### src/rtl/gray_tracker.sv
// Gray-coded position tracker: decodes each sample, accepts only +/-1 steps from the
// last good position, and keeps sticky wrap and error flags plus a saturating step count.
module gray_tracker #(
  parameter int WIDTH = 3,
  parameter int CNT_W = 8
) (
  input  logic             Clk,
  input  logic             Reset,
  input  logic             Valid,
  input  logic [WIDTH-1:0] GrayIn,
  output logic [WIDTH-1:0] Binary,
  output logic             Locked,
  output logic             Dir,
  output logic             Overflow,
  output logic             Underflow,
  output logic             Error,
  output logic [CNT_W-1:0] StepCount
);

  typedef enum logic [1:0] {S_INIT, S_TRACK, S_FAULT} state_t;

  state_t           state_q = S_INIT;
  state_t           state_d;
  logic [WIDTH-1:0] bin_q = '0;
  logic [WIDTH-1:0] bin_d;
  logic             locked_q = 1'b0;
  logic             locked_d;
  logic             dir_q = 1'b0;
  logic             dir_d;
  logic             ovf_q = 1'b0;
  logic             ovf_d;
  logic             unf_q = 1'b0;
  logic             unf_d;
  logic             err_q = 1'b0;
  logic             err_d;
  logic [CNT_W-1:0] cnt_q = '0;
  logic [CNT_W-1:0] cnt_d;

  logic [WIDTH-1:0] dec;
  logic [WIDTH-1:0] bin_inc;
  logic [WIDTH-1:0] bin_dec;

  function automatic logic [WIDTH-1:0] gray2bin(input logic [WIDTH-1:0] g);
    logic [WIDTH-1:0] b;
    b[WIDTH-1] = g[WIDTH-1];
    for (int i = WIDTH - 2; i >= 0; i--) begin
      b[i] = b[i+1] ^ g[i];
    end
    return b;
  endfunction

  function automatic logic [CNT_W-1:0] sat_inc(input logic [CNT_W-1:0] c);
    return (c == '1) ? c : c + CNT_W'(1);
  endfunction

  assign dec     = gray2bin(GrayIn);
  assign bin_inc = bin_q + WIDTH'(1);
  assign bin_dec = bin_q - WIDTH'(1);

  always_comb begin
    state_d  = state_q;
    bin_d    = bin_q;
    locked_d = locked_q;
    dir_d    = dir_q;
    ovf_d    = ovf_q;
    unf_d    = unf_q;
    err_d    = err_q;
    cnt_d    = cnt_q;
    if (Valid) begin
      case (state_q)
        S_INIT: begin
          bin_d    = dec;
          locked_d = 1'b1;
          state_d  = S_TRACK;
        end
        S_TRACK: begin
          // Legality is judged on the binary difference; a single Gray bit flip
          // between non-adjacent positions still lands in the error branch.
          if (dec == bin_inc) begin
            bin_d = dec;
            dir_d = 1'b1;
            cnt_d = sat_inc(cnt_q);
            if (bin_q == '1) ovf_d = 1'b1;
          end else if (dec == bin_dec) begin
            bin_d = dec;
            dir_d = 1'b0;
            cnt_d = sat_inc(cnt_q);
            if (bin_q == '0) unf_d = 1'b1;
          end else if (dec != bin_q) begin
            err_d   = 1'b1;
            state_d = S_FAULT;
          end
        end
        default: begin
        end
      endcase
    end
  end

  always_ff @(posedge Clk) begin
    if (Reset) begin
      state_q  <= S_INIT;
      bin_q    <= '0;
      locked_q <= 1'b0;
      dir_q    <= 1'b0;
      ovf_q    <= 1'b0;
      unf_q    <= 1'b0;
      err_q    <= 1'b0;
      cnt_q    <= '0;
    end else begin
      state_q  <= state_d;
      bin_q    <= bin_d;
      locked_q <= locked_d;
      dir_q    <= dir_d;
      ovf_q    <= ovf_d;
      unf_q    <= unf_d;
      err_q    <= err_d;
      cnt_q    <= cnt_d;
    end
  end

  assign Binary    = bin_q;
  assign Locked    = locked_q;
  assign Dir       = dir_q;
  assign Overflow  = ovf_q;
  assign Underflow = unf_q;
  assign Error     = err_q;
  assign StepCount = cnt_q;

endmodule

### config.mk
export PLATFORM = sky130hd
export DESIGN_NAME = gray_tracker
export DESIGN_NICKNAME = d
export VERILOG_FILES = /design/src/rtl/gray_tracker.sv
export SDC_FILE = /design/constraint.sdc
export NUM_CORES = 1
export LEC_CHECK = 0
export CAP_MARGIN = 20
export CORE_MARGIN = 10
export CORE_UTILIZATION = 35
export CTS_CLUSTER_SIZE = 12
export DETAILED_ROUTE_END_ITERATION = 7
export PLACE_DENSITY = 0.6
export SETUP_SLACK_MARGIN = 0.02
export SKIP_CTS_REPAIR_TIMING = 1
export SYNTH_ARGS = -nofsm -noshare
export SYNTH_HDL_FRONTEND = slang
export SYNTH_SLANG_ARGS = --single-unit
### constraint.sdc
create_clock -name Clk -period 2.9 [get_ports Clk]
set_input_delay 0.29 -clock Clk [delete_from_list [all_inputs] [get_ports Clk]]
set_output_delay 0.29 -clock Clk [all_outputs]
set_load 0.02 [all_outputs]
* Yosys cells after proc, flatten, opt, wreduce, memory -nomap -nowiden
Index checks and enable logic that the tools add are counted.
** Storage, ports and cells
- Bits in registers :: 18
- Input bits :: 6
- Word-level logic and storage cells :: 48
** Operators by class
- Add/subtract/negate cells :: 3
- Equal/unequal tests :: 10
- Mux-type cells :: 12
- Bitwise operators :: 4
- Reductions and logical operators :: 11
** Operators by type and width (number)
- $mux W8 :: 3
- $reduce_and A5 Y1 :: 3
- $add A8 B1 Y8 const B :: 1
- $eq A8 B8 Y1 const B :: 1
- $eq A3 B3 Y1 :: 2
- $mux W2 :: 3
- $mux W3 :: 2
- $ne A2 B2 Y1 const B :: 3
- $pmux W3 S2 :: 1
- $reduce_and A3 Y1 :: 2
- $pmux W2 S2 :: 1
- $reduce_and A4 Y1 :: 1
- $reduce_bool A2 Y1 :: 2
- $add A3 B1 Y3 const B :: 1
- $eq A3 B3 Y1 const B :: 1
- $logic_not A3 Y1 :: 1
- $ne A3 B3 Y1 :: 1
- $ne A3 B3 Y1 const B :: 1
- $sub A3 B1 Y3 const B :: 1
- $eq A2 B1 Y1 const B :: 1
- $logic_not A2 Y1 :: 1
- $mux W1 :: 2
- $not A1 Y1 :: 2
- $reduce_and A2 Y1 :: 1
- $xor A1 B1 Y1 :: 2

* Depth between registers and ports, before layout
- Depth in word-level cells :: 7
- Gate-level depth with buffers :: 8
- Gate-level depth less buffers :: 7

* Worst setup path before layout
OpenSTA, ideal clock, no wires.
- Kind :: reg-to-reg
- From :: reg bin_q[1] (netlist: Binary[1])
- To :: reg cnt_q[3] (netlist: StepCount[3])
- Library setup time :: 123 ps
- Arrival time :: 2333 ps
- Data required time :: 2777 ps
- Setup slack :: 444 ps
- Stages on the path, launching flop included :: 9
- Path buffers :: 1
- Cell sequence :: dfxtp_1 > ha_1 > ha_1 > or3_1 > a211o_1 > a21bo_1 > buf_6 > a21oi_1 > mux2_1
** Between the ends
- Word-level cells in the longest chain between the ends :: 4
** RTL lines
- from (decl) :: RTL line 24 : logic [WIDTH-1:0] bin_q = '0;
- from (signal assigned) :: RTL line 112 : bin_q <= bin_d;
- $add A3 B1 Y3 / $sub A3 B1 Y3 (equally long branches) :: RTL line 57, 58
- $eq A3 B3 Y1, on equally long branches :: RTL line 79, 84
- $reduce_bool A2 Y1 (no line)
- $reduce_and A3 Y1 (no line)
- to (signal assigned) :: RTL line 118 : cnt_q <= cnt_d;
- to (decl) :: RTL line 36 : logic [CNT_W-1:0] cnt_q = '0;
Several ways; a longest one is shown, not always the timed one.
A chain may end at the register's enable or synchronous reset.

* Worst setup path after layout
- From :: reg bin_q[0] (netlist: Binary[0])
- To :: reg cnt_q[4] (netlist: StepCount[4])
The elaborated chain is that of the path after synthesis.

==> flow_summary.ini <==
[sta]
clock_skew_ns = 0.00576
max_freq_mhz = 395
worstMarginPinSlew_ns = 0.890
slew_headroom = 0.405
slew_viol_final = 0
timing_hold_violations_final = 0
finalSetupTns_ns = 0
min_period_over_period = 0.874
setup_viol = 0
min_period_ns = 2.53
grt_setup_unrepaired = no

[floorplanning]
io_pins = 22
die-area_um2 = 5880
fp-row-count = 20
core_area_um2 = 3050
die_x_um = 76.7
start_util = 0.368
die_y_um = 76.7

[flow_run]
cap_violations = 0

[clock_tree]
clockBufferDepth = 2
clkLatencyLatePin_ns = 0.30
clk_pin_slew_worst_paths_ns = 0.12
cts_tree = done
numCtsBuffers = 3
clock-root-buffer = clkbuf_4
cts.sinks = 18
cts-htree-levels = 1

[layout]
fin_nets = 157
num_antenna_cells = 0
final_cells = 189
fillers = 329
drive_above_1_share = 0.0966
area_growth_pct = 23.4

[global_route]
grt-ovfl-total = 0
grt_pass1_wl_um = 4240
grt_max_degree = 28
grt_usage = 0.0856
antenna_found_initial = 0
grt_pass1_vias = 938

[synthesis]
syn_avg_cell_area_um2 = 8.93
synth-seq-area-share = 0.320
ys_top_cells_by_count = 18 x dfxtp_1, 11 x nor2_1, 7 x a21oi_1, 7 x nand3_1, 6 x inv_1
ys_warn_count = 0
synth_cells = 126
syn-num-nets = 137
synth_area_leaders = dfxtp_1 32%, ha_1 5.6%, mux2_1 5.0%
synthFlopType = dfxtp_1
yosys.area.top_type = dfxtp_1
syn_area_um2 = 1120
synth.most_common_cell = dfxtp_1
synthArstFlopShare = 0
synth_seq_cells = 18
synth-edff-count = 0
synth_top_area_frac = 0.320
netlist-cell-type-count = 47

[outcome]
status = completed

[pwr]
combPwrFrac = 0.292
leakagePower_nw = 0.512
max-vdd-ir-drop_mv = 0.230
power.switching_w = 0.000201
p_clk_frac = 0.263
swShare = 0.325
internal_power_w = 0.000419
pwr_density_cell_nw_per_um2 = 447
pwr-share-seq = 0.446

[critical_path]
critPathLaunchType = flop
critPathArrivalTime_ns = 2.73
crit_path_end_kind = flop
cp_max_fo = 9
crit_chain = ha_1 -> ha_1 -> or3_1 -> a211o_1 -> a21bo_1 -> a21oi_1 -> mux2_1
cp_num_buf_inv = 0
critPathMostFrequentCell = ha_1
critical-path-max-stage-delay_ns = 0.37
timing_worst_setup_path_type = reg -> reg
path_delay_family = compound AO/OA/AOI/OAI gates
critPathRequiredTime_ns = 3.10
slowest_stage = dfxtp_1

[detailed_routing]
postRouteAntennaNets = 0
vias = 986
wl_per_cell_um = 13.4
first_pass_iters = 4
routed_via_density = 5.22
initialDrtViolationCount = 60
drt-total-wl_um = 2530
route.detailed.drc = 0

[placement]
dpl.hpwl_um = 1930
place_congestion = 0.878
io_buffers = 21
dp.cells = 185

[min_path]
hp-class = reg -> reg
power by group through the flow:
stage | Combinational (W) | Clock, W | Sequential, W
after floorplan | 0.000118 | 0 | 0.000292
after global placement | 0.000179 | 0 | 0.000282
after detailed placement | 0.000180 | 0 | 0.000283
after CTS | 0.000181 | 0.000170 | 0.000277
after global routing | 0.000196 | 0.000175 | 0.000280
final | 0.000181 | 0.000163 | 0.000277
area by class of cell:
| type | instances | area [µm²] | share of cell area |
|---|---|---|---|
| multi-input combinational | 96 | 703 | 0.507 |
| sequential | 18 | 360 | 0.260 |
| timing repair buffer | 21 | 210 | 0.151 |
| tap | 44 | 55.1 | 0.0397 |
| inverter | 6 | 22.5 | 0.0162 |
| clock buffer | 4 | 36.3 | 0.0261 |
layout by cell type, fill, tap and decap left out, types with 2 or more instances in the layout:
cell / count
nor3_1: 2
inv_1: 6
o21ai_0: 2
nor3b_1: 3
a21oi_1: 7
ha_1: 5
a211oi_1: 2
nor2_1: 11
dfxtp_1: 18
a211o_1: 2
clkdlybuf4s50_1: 21
nor2b_1: 5
a21boi_2: 2
a31oi_1: 2
xnor2_1: 4
nand2_1: 4
o211ai_1: 2
nand2b_1: 4
nand3_1: 7
clkbuf_4: 3
mux2_1: 5
xor2_1: 3
final timing paths:
kind	from	end	slack, ns	cells past startpoint
setup reg to reg	Binary[0]	StepCount[4]	0.37	7
hold reg to reg	Error	Error	0.48	2
hold / removal	Error	Error	0.48	2
setup / recovery	Binary[0]	StepCount[4]	0.37	7
worst register-to-register path, delay by kind of cell (launching register included):
family / cells / cell delay, ns
compound gates: 3 / 0.82
fa+ha+maj: 2 / 0.53
flops: 1 / 0.37
simple gates: 1 / 0.37
mux: 1 / 0.34
flip-flops by register name (all words and copies together), names as in the netlist:
register / flops
StepCount: 8
Binary: 3
state_q: 2
Dir: 1
Error: 1
Locked: 1
Overflow: 1
Underflow: 1
per-layer routing:
layer  routed length, µm  share of wire  GRT usage
met1                1210           0.48      0.103
met2                1110           0.44      0.127
met3                 197          0.078     0.0373
met4                  14         0.0055     0.0390
met5                   0              0          0
cells by family after synthesis:
logic type / after synthesis / synth area share
AO/OA/AOI/OAI: 31 / 0.216
XOR/XNOR: 7 / 0.0545
adder cells (fa/ha/maj): 5 / 0.0556
buffers and inverters: 12 / 0.0545
flip-flops: 18 / 0.320
multiplexers: 7 / 0.0723
AND/OR/NAND/NOR: 46 / 0.227
through the flow:
step / util / power (W) / cell area (µm²) / worst slack (ns) / hold slack (ns)
global placement: 0.443 / 0.000461 / 1350 / 0.266 / 0.449
detailed placement: 0.443 / 0.000463 / 1350 / 0.266 / 0.465
CTS: 0.455 / 0.000629 / 1390 / 0.340 / 0.493
floorplan: - / 0.000411 / 1120 / 0.444 / 0.443
global route: 0.455 / 0.000651 / 1390 / 0.232 / 0.505
finish: 0.455 / 0.000620 / 1390 / 0.366 / 0.484
No activity file was read; power rests on OpenSTA's default activity.
